===== config.mk =====
export PLATFORM = sky130hd
export DESIGN_NAME = mmio_timer
export DESIGN_NICKNAME = d
export VERILOG_FILES = /design/src/rtl/cotm32_pkg.sv /design/src/rtl/mtimer_prescaler.sv /design/src/rtl/mmio_timer.sv
export SDC_FILE = /design/constraint.sdc
export NUM_CORES = 1
export LEC_CHECK = 0
export BUFFER_PORTS_ARGS = -buffer_cell sky130_fd_sc_hd__buf_2
export CAP_MARGIN = 25
export CORE_MARGIN = 2
export CORE_UTILIZATION = 46
export CTS_CLUSTER_SIZE = 40
export DETAILED_ROUTE_END_ITERATION = 7
export PLACE_DENSITY_LB_ADDON = 0.15
export SETUP_SLACK_MARGIN = 0.02
export SYNTH_ARGS = -nofsm -noshare
export SYNTH_HDL_FRONTEND = slang
export SYNTH_SLANG_ARGS = --single-unit
export TNS_END_PERCENT = 10

===== constraint.sdc =====
create_clock -name i_clk -period 4.5 [get_ports i_clk]
set_clock_uncertainty 0.2 [all_clocks]
set_input_delay 0.225 -clock i_clk [delete_from_list [all_inputs] [get_ports i_clk]]
set_output_delay 0.225 -clock i_clk [all_outputs]
set_load 0.02 [all_outputs]

===== src/rtl/cotm32_pkg.sv =====
// Shared core definitions: machine-timer register map and bus helpers.
package cotm32_pkg;

  localparam int XLEN = 32;

  // Machine-timer word offsets (i_addr[4:2])
  localparam logic [2:0] MTIMER_OFFS_MTIME_LO    = 3'd0;
  localparam logic [2:0] MTIMER_OFFS_MTIME_HI    = 3'd1;
  localparam logic [2:0] MTIMER_OFFS_MTIMECMP_LO = 3'd2;
  localparam logic [2:0] MTIMER_OFFS_MTIMECMP_HI = 3'd3;
  localparam logic [2:0] MTIMER_OFFS_CTRL        = 3'd4;
  localparam logic [2:0] MTIMER_OFFS_PRESCALE    = 3'd5;

  localparam int MTIMER_CTRL_EN_BIT = 0;

  // Window base used by the top-level address decode
  localparam logic [31:0] MTIMER_BASE_ADDR = 32'h0200_0000;

  // Merge the strobed byte lanes of wd into old
  function automatic logic [31:0] mtimer_merge(input logic [31:0] old,
                                               input logic [31:0] wd,
                                               input logic [3:0]  strb);
    logic [31:0] res;
    res = old;
    for (int b = 0; b < 4; b++)
      if (strb[b]) res[8*b +: 8] = wd[8*b +: 8];
    return res;
  endfunction

endpackage


===== src/rtl/mtimer_prescaler.sv =====
// Prescaler: emits a one-cycle tick every PRESCALE+1 enabled cycles.
module mtimer_prescaler #(
  parameter int W = 16
) (
  input  logic         i_clk,
  input  logic         i_rst,
  input  logic         i_en,
  input  logic [W-1:0] i_prescale,
  input  logic         i_clr,
  output logic         o_tick
);

  logic [W-1:0] cnt;

  assign o_tick = i_en && (cnt == i_prescale);

  // Count up to the reload value, then wrap; held at 0 while disabled or cleared
  always_ff @(posedge i_clk or negedge i_rst) begin
    if (!i_rst)                     cnt <= '0;
    else if (!i_en || i_clr || o_tick) cnt <= '0;
    else                            cnt <= cnt + W'(1);
  end

endmodule


===== src/rtl/mmio_timer.sv =====
// Memory-mapped machine timer: 64-bit mtime/mtimecmp, prescaled tick, MTIP level.
module mmio_timer
  import cotm32_pkg::*;
#(
  parameter int          XLEN           = 32,
  parameter int          OFFS_WIDTH     = 5,
  parameter int          PRESCALE_WIDTH = 16,
  parameter logic [63:0] MTIMECMP_RESET = 64'hFFFF_FFFF_FFFF_FFFF
) (
  input  logic                  i_clk,
  input  logic                  i_rst,
  input  logic                  i_sel,
  input  logic                  i_we,
  input  logic [OFFS_WIDTH-1:0] i_addr,
  input  logic [XLEN-1:0]       i_wdata,
  input  logic [XLEN/8-1:0]     i_wstrb,
  output logic [XLEN-1:0]       o_rdata,
  output logic                  o_mtip
);

  logic [63:0]               mtime, mtime_nx;
  logic [63:0]               mtimecmp, cmp_nx;
  logic                      en;
  logic [PRESCALE_WIDTH-1:0] presc;
  logic                      tick, presc_clr, wr;
  logic [2:0]                off;
  logic                      addr_unused;

  assign off         = i_addr[4:2];
  assign addr_unused = ^i_addr[1:0];
  assign wr          = i_sel && i_we;
  // A write with no lanes enabled is a no-op, including for the prescaler clear
  assign presc_clr   = wr && (|i_wstrb) &&
                       (off == MTIMER_OFFS_CTRL || off == MTIMER_OFFS_PRESCALE);

  mtimer_prescaler #(.W(PRESCALE_WIDTH)) u_presc (
    .i_clk      (i_clk),
    .i_rst      (i_rst),
    .i_en       (en),
    .i_prescale (presc),
    .i_clr      (presc_clr),
    .o_tick     (tick)
  );

  // Next mtime/mtimecmp: a software write to mtime overrides (and drops) the tick
  always_comb begin
    mtime_nx = tick ? mtime + 64'd1 : mtime;
    cmp_nx   = mtimecmp;
    if (wr) begin
      case (off)
        MTIMER_OFFS_MTIME_LO:    mtime_nx = {mtime[63:32], mtimer_merge(mtime[31:0], i_wdata, i_wstrb)};
        MTIMER_OFFS_MTIME_HI:    mtime_nx = {mtimer_merge(mtime[63:32], i_wdata, i_wstrb), mtime[31:0]};
        MTIMER_OFFS_MTIMECMP_LO: cmp_nx   = {mtimecmp[63:32], mtimer_merge(mtimecmp[31:0], i_wdata, i_wstrb)};
        MTIMER_OFFS_MTIMECMP_HI: cmp_nx   = {mtimer_merge(mtimecmp[63:32], i_wdata, i_wstrb), mtimecmp[31:0]};
        default: ;
      endcase
    end
  end

  // Timer state and registered MTIP compare against the post-edge values
  always_ff @(posedge i_clk or negedge i_rst) begin
    if (!i_rst) begin
      mtime    <= '0;
      mtimecmp <= MTIMECMP_RESET;
      en       <= 1'b0;
      presc    <= '0;
      o_mtip   <= 1'b0;
    end else begin
      mtime    <= mtime_nx;
      mtimecmp <= cmp_nx;
      o_mtip   <= (mtime_nx >= cmp_nx);
      if (wr && off == MTIMER_OFFS_CTRL && i_wstrb[0])
        en <= i_wdata[MTIMER_CTRL_EN_BIT];
      if (wr && off == MTIMER_OFFS_PRESCALE)
        for (int b = 0; b < PRESCALE_WIDTH/8; b++)
          if (i_wstrb[b]) presc[8*b +: 8] <= i_wdata[8*b +: 8];
    end
  end

  // Zero-wait-state read mux; unmapped words and deselected reads return 0
  always_comb begin
    o_rdata = '0;
    if (i_sel) begin
      case (off)
        MTIMER_OFFS_MTIME_LO:    o_rdata = mtime[31:0];
        MTIMER_OFFS_MTIME_HI:    o_rdata = mtime[63:32];
        MTIMER_OFFS_MTIMECMP_LO: o_rdata = mtimecmp[31:0];
        MTIMER_OFFS_MTIMECMP_HI: o_rdata = mtimecmp[63:32];
        MTIMER_OFFS_CTRL:        o_rdata[MTIMER_CTRL_EN_BIT] = en;
        MTIMER_OFFS_PRESCALE:    o_rdata[PRESCALE_WIDTH-1:0] = presc;
        default: ;
      endcase
    end
  end

endmodule


### Word-level counts from Yosys, hierarchy flattened

Cells that the tools add are included.
W data, S select, Z words.

| operators by class | value |
|---|---|
| $add $sub $neg | 2 |
| magnitude comparators | 1 |
| equality and inequality tests | 6 |
| muxes and demuxes | 26 |
| reduce and logical (&&, ||, !) cells | 15 |

Operators by type and width:

| cell | count |
|---|---|
| $pmux W64 S2 | 2 |
| $mux W64 | 3 |
| $mux W8 | 16 |
| $pmux W15 S5 | 1 |
| $add A64 B1 Y64 const B | 1 |
| $ge A64 B64 Y1 | 1 |
| $pmux W16 S4 | 1 |
| $mux W32 | 1 |
| $add A16 B1 Y16 const B | 1 |
| $eq A16 B16 Y1 | 1 |
| $mux W16 | 1 |
| $logic_and A1 B1 Y1 | 7 |
| $eq A3 B2 Y1 const B | 2 |
| $eq A3 B3 Y1 const B | 2 |
| $pmux W1 S6 | 1 |
| $reduce_and A2 Y1 | 2 |
| $reduce_or A4 Y1 | 1 |
| $eq A3 B1 Y1 const B | 1 |
| $logic_not A3 Y1 | 1 |
| $logic_or A1 B1 Y1 | 3 |
| $logic_not A1 Y1 | 1 |

| word-level totals | value |
|---|---|
| register bits after elaboration | 162 |
| input port bits | 45 |
| output and inout port bits | 33 |

### Longest topological paths before layout

| logic depth | value |
|---|---|
| depth in word-level cells | 6 |
| depth in mapped cells | 18 |
| depth with buffers taken out | 15 |

### By module

A second synthesis with hierarchy kept.

| unflattened totals | value |
|---|---|
| cell total of the unflattened synthesis | 1179 |
| area total of the unflattened synthesis | 10921.7 um2 |

By module, submodules not included:

| module | instances | cells each | area each (um2) |
|---|---|---|---|
| mmio_timer | 1 | 1080 | 9980.8 |
| mtimer_prescaler | 1 | 99 | 940.9 |

### Worst setup path before layout

No wires, ideal clock.

| timing | value |
|---|---|
| path type | register -> register |
| start point | register u_presc.cnt[9] |
| end point | register o_mtip |
| arrival time | 3.441 ns |
| path slack | 0.723 ns |
| stages on the path, launching flop included | 16 |
| buffers on the path | 1 |
| clock period less this slack | 3.777 ns |
| cells stage by stage | dfrtp_1 > xor2_1 > nor4_4 > nand4_2 > nor3_1 > buf_2 > nand3_1 > o311ai_0 > ha_1 > a21o_1 > nand3_1 > a21oi_1 > a2111oi_0 > nor2_1 > a2111oi_0 > o31ai_1 |

| between the ends | value |
|---|---|
| cells in the longest elaborated chain, start to end | 6 |

Ends and longest elaborated chain:

| item | RTL line | text |
|---|---|---|
| start, declared | mtimer_prescaler.sv:13 | `logic [W-1:0] cnt;` |
| start signal, assigned | mtimer_prescaler.sv:21 | `else cnt <= cnt + W'(1);` |
| $eq A16 B16 Y1 * | mtimer_prescaler.sv:15 | `assign o_tick = i_en && (cnt == i_prescale);` |
| $logic_and A1 B1 Y1 * | mtimer_prescaler.sv:15 |  |
| $mux W64 * | mmio_timer.sv:47 | `mtime_nx = tick ? mtime + 64'd1 : mtime;` |
| $pmux W64 S2 | mmio_timer.sv:50 | `case (off)` |
| $mux W64 * | mmio_timer.sv:49 | `if (wr) begin` |
| via mtime_nx[17] | mmio_timer.sv:21 | `logic [63:0] mtime, mtime_nx;` |
| $ge A64 B64 Y1 * | mmio_timer.sv:71 | `o_mtip <= (mtime_nx >= cmp_nx);` |
| end signal, assigned | mmio_timer.sv:71 |  |
| end, declared | mmio_timer.sv:18 | `output logic o_mtip` |

The timed path passes the listed nets; every way through them passes the cells marked *.
A chain may end at the register's enable or synchronous reset.

### Final worst setup path

| timing | value |
|---|---|
| start point | register mtime[19] |
| end point | register o_mtip |

| between the ends | value |
|---|---|
| cells in the longest elaborated chain, start to end | 5 |
| elaborated cells between the ends (all ways) | 6 |

Ends and longest elaborated chain:

| item | RTL line | text |
|---|---|---|
| start, declared | mmio_timer.sv:21 |  |
| start signal, assigned | mmio_timer.sv:69 | `mtime <= mtime_nx;` |
| $add A64 B1 Y64 * | mmio_timer.sv:47 |  |
| $mux W64 * | mmio_timer.sv:47 |  |
| $pmux W64 S2 | mmio_timer.sv:50 |  |
| $mux W64 * | mmio_timer.sv:49 |  |
| via mtime_nx[52] | mmio_timer.sv:21 |  |
| $ge A64 B64 Y1 * | mmio_timer.sv:71 |  |

Marks and branches as above.

==> results_dict.tcl <==
set metrics [dict create \
    status "finished, violations left" \
    violations "design-rule violations" \
    die-height_um 160 \
    clk_pin_slew_ps 70 \
    fmax_ghz 0.234 \
    gp_congestion 0.944 \
    setup_viol 0 \
    regToRegSetupSlack_ps 220 \
    ir_drop_uv 210 \
    htreeDepth 4 \
    power.share.sequential_pct 38.9 \
    report.final.slew_viol_count 0 \
    rows 57 \
    synth_ff_type "dfrtp_1" \
    drtAntennaViolNets 0 \
    cellLeakagePower_nw 6.06 \
    first_global_vias 10300 \
    drc_errors 4 \
    place_hpwl_mm 27.6 \
    start_util_pct 46.3 \
    arrival_ps 4410 \
    hold_start "i_we" \
    cts_buffer_depth 2 \
    clk_latency_ps 440 \
    cts_buffers 17 \
    synth.distinct_cells 68 \
    swShare_pct 33.8 \
    syn-num-nets 1329 \
    ys_seq_area_share_pct 37.0 \
    layout.nets 1464 \
    power_switching_w 0.00178 \
    holdPathEnd "mtime[1]" \
    startpoint_type "register" \
    r2r_cells 13 \
    yosys_warnings 0 \
    cts_tree "built" \
    cts.sinks 162 \
    cts_root_buf "clkbuf_16" \
    layout_commonest_cell "nand2_1" \
    track_usage_pct 30.1 \
    slowest_delay_ps 600 \
    relSlewSlack_pct 37.8 \
    place_area_sq_mm 0.0123 \
    layout.cells.non_filler 1691 \
    layout-drive-gt1-share_pct 24.6 \
    hp-class "input port to register" \
    syn_area_per_cell_sq_um 9.17 \
    cp_cell_sequence "and4_4 > nand4_1 > or4_1 > nor4_1 > mux2_1 > o21ai_1 > ha_1 > nand4_1 > a21oi_1 > a211oi_1 > o221ai_1 > a21oi_1 > o31ai_1" \
    p_int_w 0.00349 \
    critPathRequiredTime_ps 4630 \
    cp-end-kind "register" \
    drtIter0Drc 1220 \
    core_region_area_sq_mm 0.0241 \
    synth_edf_count 0 \
    async_reset_ff_share_pct 100 \
    tns_ps 0 \
    syn_to_final_growth_pct 19.5 \
    routed_wl_mm 38.2 \
    wl_per_cell_um 22.6 \
    die_w_um 160 \
    ys_ff_latch 162 \
    powerDensity_mw_per_mm2 395 \
    rsz0062_at_grt "false" \
    portBuffers 75 \
    grt_antenna_before_repair 1 \
    min_period_ps 4280 \
    crit_path_top_delay_cell "or4_1" \
    final-hold-violation-count 0 \
    worstReg2RegStart "mtime[19]" \
    reg2reg_to "o_mtip" \
    fin_area_sq_mm 0.0134 \
    grt_overflow_total 0 \
    mostFrequentLayoutCells "nand2_1 (114), dfrtp_1 (98), nor2_1 (93)" \
    syn_area_sq_mm 0.0112 \
    worst_pin_slew_ps 933 \
    vias 10400 \
    p_clk_share_pct 33.7 \
    io_pins 78 \
    holdPathStages 3 \
    grt_max_degree 95 \
    drt-pass1-iter-count 8 \
    path_class "register to register" \
    dpl.cell_count 1621 \
    cp_max_fo 6 \
    viasPerCell 6.16 \
    fin_crit_sh_pct 95.1 \
    max_cap_violations 0 \
    grt_first_pass_wirelength_mm 60.0 \
    netlist_instances 1218 \
    die_area_sq_mm 0.0255 \
    comb_power_share_pct 27.3 \
]
==> power groups by stage <==
| stage | sequential (W) | clock (W) | combinational, W |
|---|---|---|---|
| 3_5_place_dp | 0.00207 | 0 | 0.00138 |
| 2_1_floorplan | 0.00197 | 0 | 0.000954 |
| 3_3_place_gp | 0.00206 | 0 | 0.00135 |
| 4_1_cts | 0.00205 | 0.00180 | 0.00141 |
| 5_1_grt | 0.00209 | 0.00185 | 0.00161 |
| 6_report | 0.00205 | 0.00178 | 0.00144 |
==> state kept, by name, indices dropped and copies added (netlist names) <==
signal       cells
presc           16
en               1
o_mtip           1
mtime           64
mtimecmp        64
u_presc.cnt     16
==> through the flow <==
stage	util (%)	setup slack (ps)	total power, W	hold slack, ps
CTS	55.1	63.9	0.00526	88.1
global placement	50.8	178	0.00342	192
global route	55.4	12.9	0.00555	138
finish	55.4	220	0.00527	102
floorplan	-	723	0.00292	-271
detailed placement	50.8	60.4	0.00345	195
==> critical path: cells and delay by family, from the launching register on <==
kind | cells | cell delay [ps]
AO/OA/AOI/OAI | 6 | 1040
adder cells (fa/ha/maj) | 1 | 270
flip-flops | 1 | 460
multiplexers | 1 | 370
AND/OR/NAND/NOR | 5 | 1830
==> worst max path at each step <==
stage	depth (start not counted)	startpoint	endpoint	slack, ps
2_1_floorplan	15	u_presc.cnt[9]	o_mtip	720
3_3_place_gp	17	presc[1]	o_mtip	180
3_5_place_dp	17	presc[1]	o_mtip	60
4_1_cts	17	presc[1]	o_mtip	60
5_1_grt	16	presc[10]	o_mtip	10
6_report	13	mtime[19]	o_mtip	220
==> per-layer routing <==
layer | global-route usage [%] | wire length [um] | up-vias
met5 | 0 | 0 | -
met4 | 9.17 | 898 | 0
met3 | 3.95 | 2580 | 67
met2 | 47.6 | 17400 | 445
met1 | 43.2 | 17400 | 5129
li1 | - | - | 4770
==> what timing repair did <==
| item | CTS | global route |
|---|---|---|
| cloned | 0 | 1 |
| setup buffers | 0 | 3 |
| hold buffers | 33 | 0 |
| pin swaps | 0 | 4 |
| gates resized for setup | 1 | 14 |
| endpoints found under the hold margin | 160 | 0 |
| endpoints found under the setup margin | 1 | 1 |
==> logic make-up (layout without fill, tap and decap cells) <==
| logic type | count (synthesis) | after routing | share of synthesized area [%] |
|---|---|---|---|
| AND/OR/NAND/NOR | 419 | 419 | 18.9 |
| AO/OA/AOI/OAI | 257 | 257 | 15.7 |
| flip-flops | 162 | 162 | 37.0 |
| buffers and inverters | 139 | 287 | 4.96 |
| multiplexers | 124 | 124 | 12.0 |
| adder cells (fa/ha/maj) | 66 | 66 | 7.39 |
| XOR/XNOR | 51 | 51 | 4.00 |
| other | 0 | 1 | 0 |
==> Yosys cell counts, drive strengths merged (7+ instances only) <==
cell type,count,share of area (%)
inv,76,2.6
xnor2,17,1.3
a211oi,11,0.74
mux2i,56,5.0
a31oi,12,0.67
dfrtp,98,22
nand4,34,2.0
nor3,26,1.3
nand2,114,3.8
and2,11,0.62
clkbuf,42,1.4
o311ai,8,0.63
nand3,66,3.0
o21ai,70,3.1
and4,10,0.83
a21oi,48,2.2
and3,25,1.4
ha,66,7.4
a22oi,7,0.47
a21o,16,1.1
a222oi,30,2.7
dfstp,64,15
nor2,94,3.2
o211ai,15,1.0
buf,21,1.0
xor2,34,2.7
a32o,10,0.90
nor4,12,1.1
mux2,67,6.8
==> final cells by class <==
cell class / instances / area [sq um]
timing repair buffer: 179 / 1280
fill: 2276 / 10800
sequential: 162 / 4130
multi-input combinational: 917 / 6540
clock inverter: 14 / 258
clock buffer: 18 / 439
tap: 324 / 405
antenna: 1 / 2.50
inverter: 76 / 285
(Power assumes the default switching activity.)
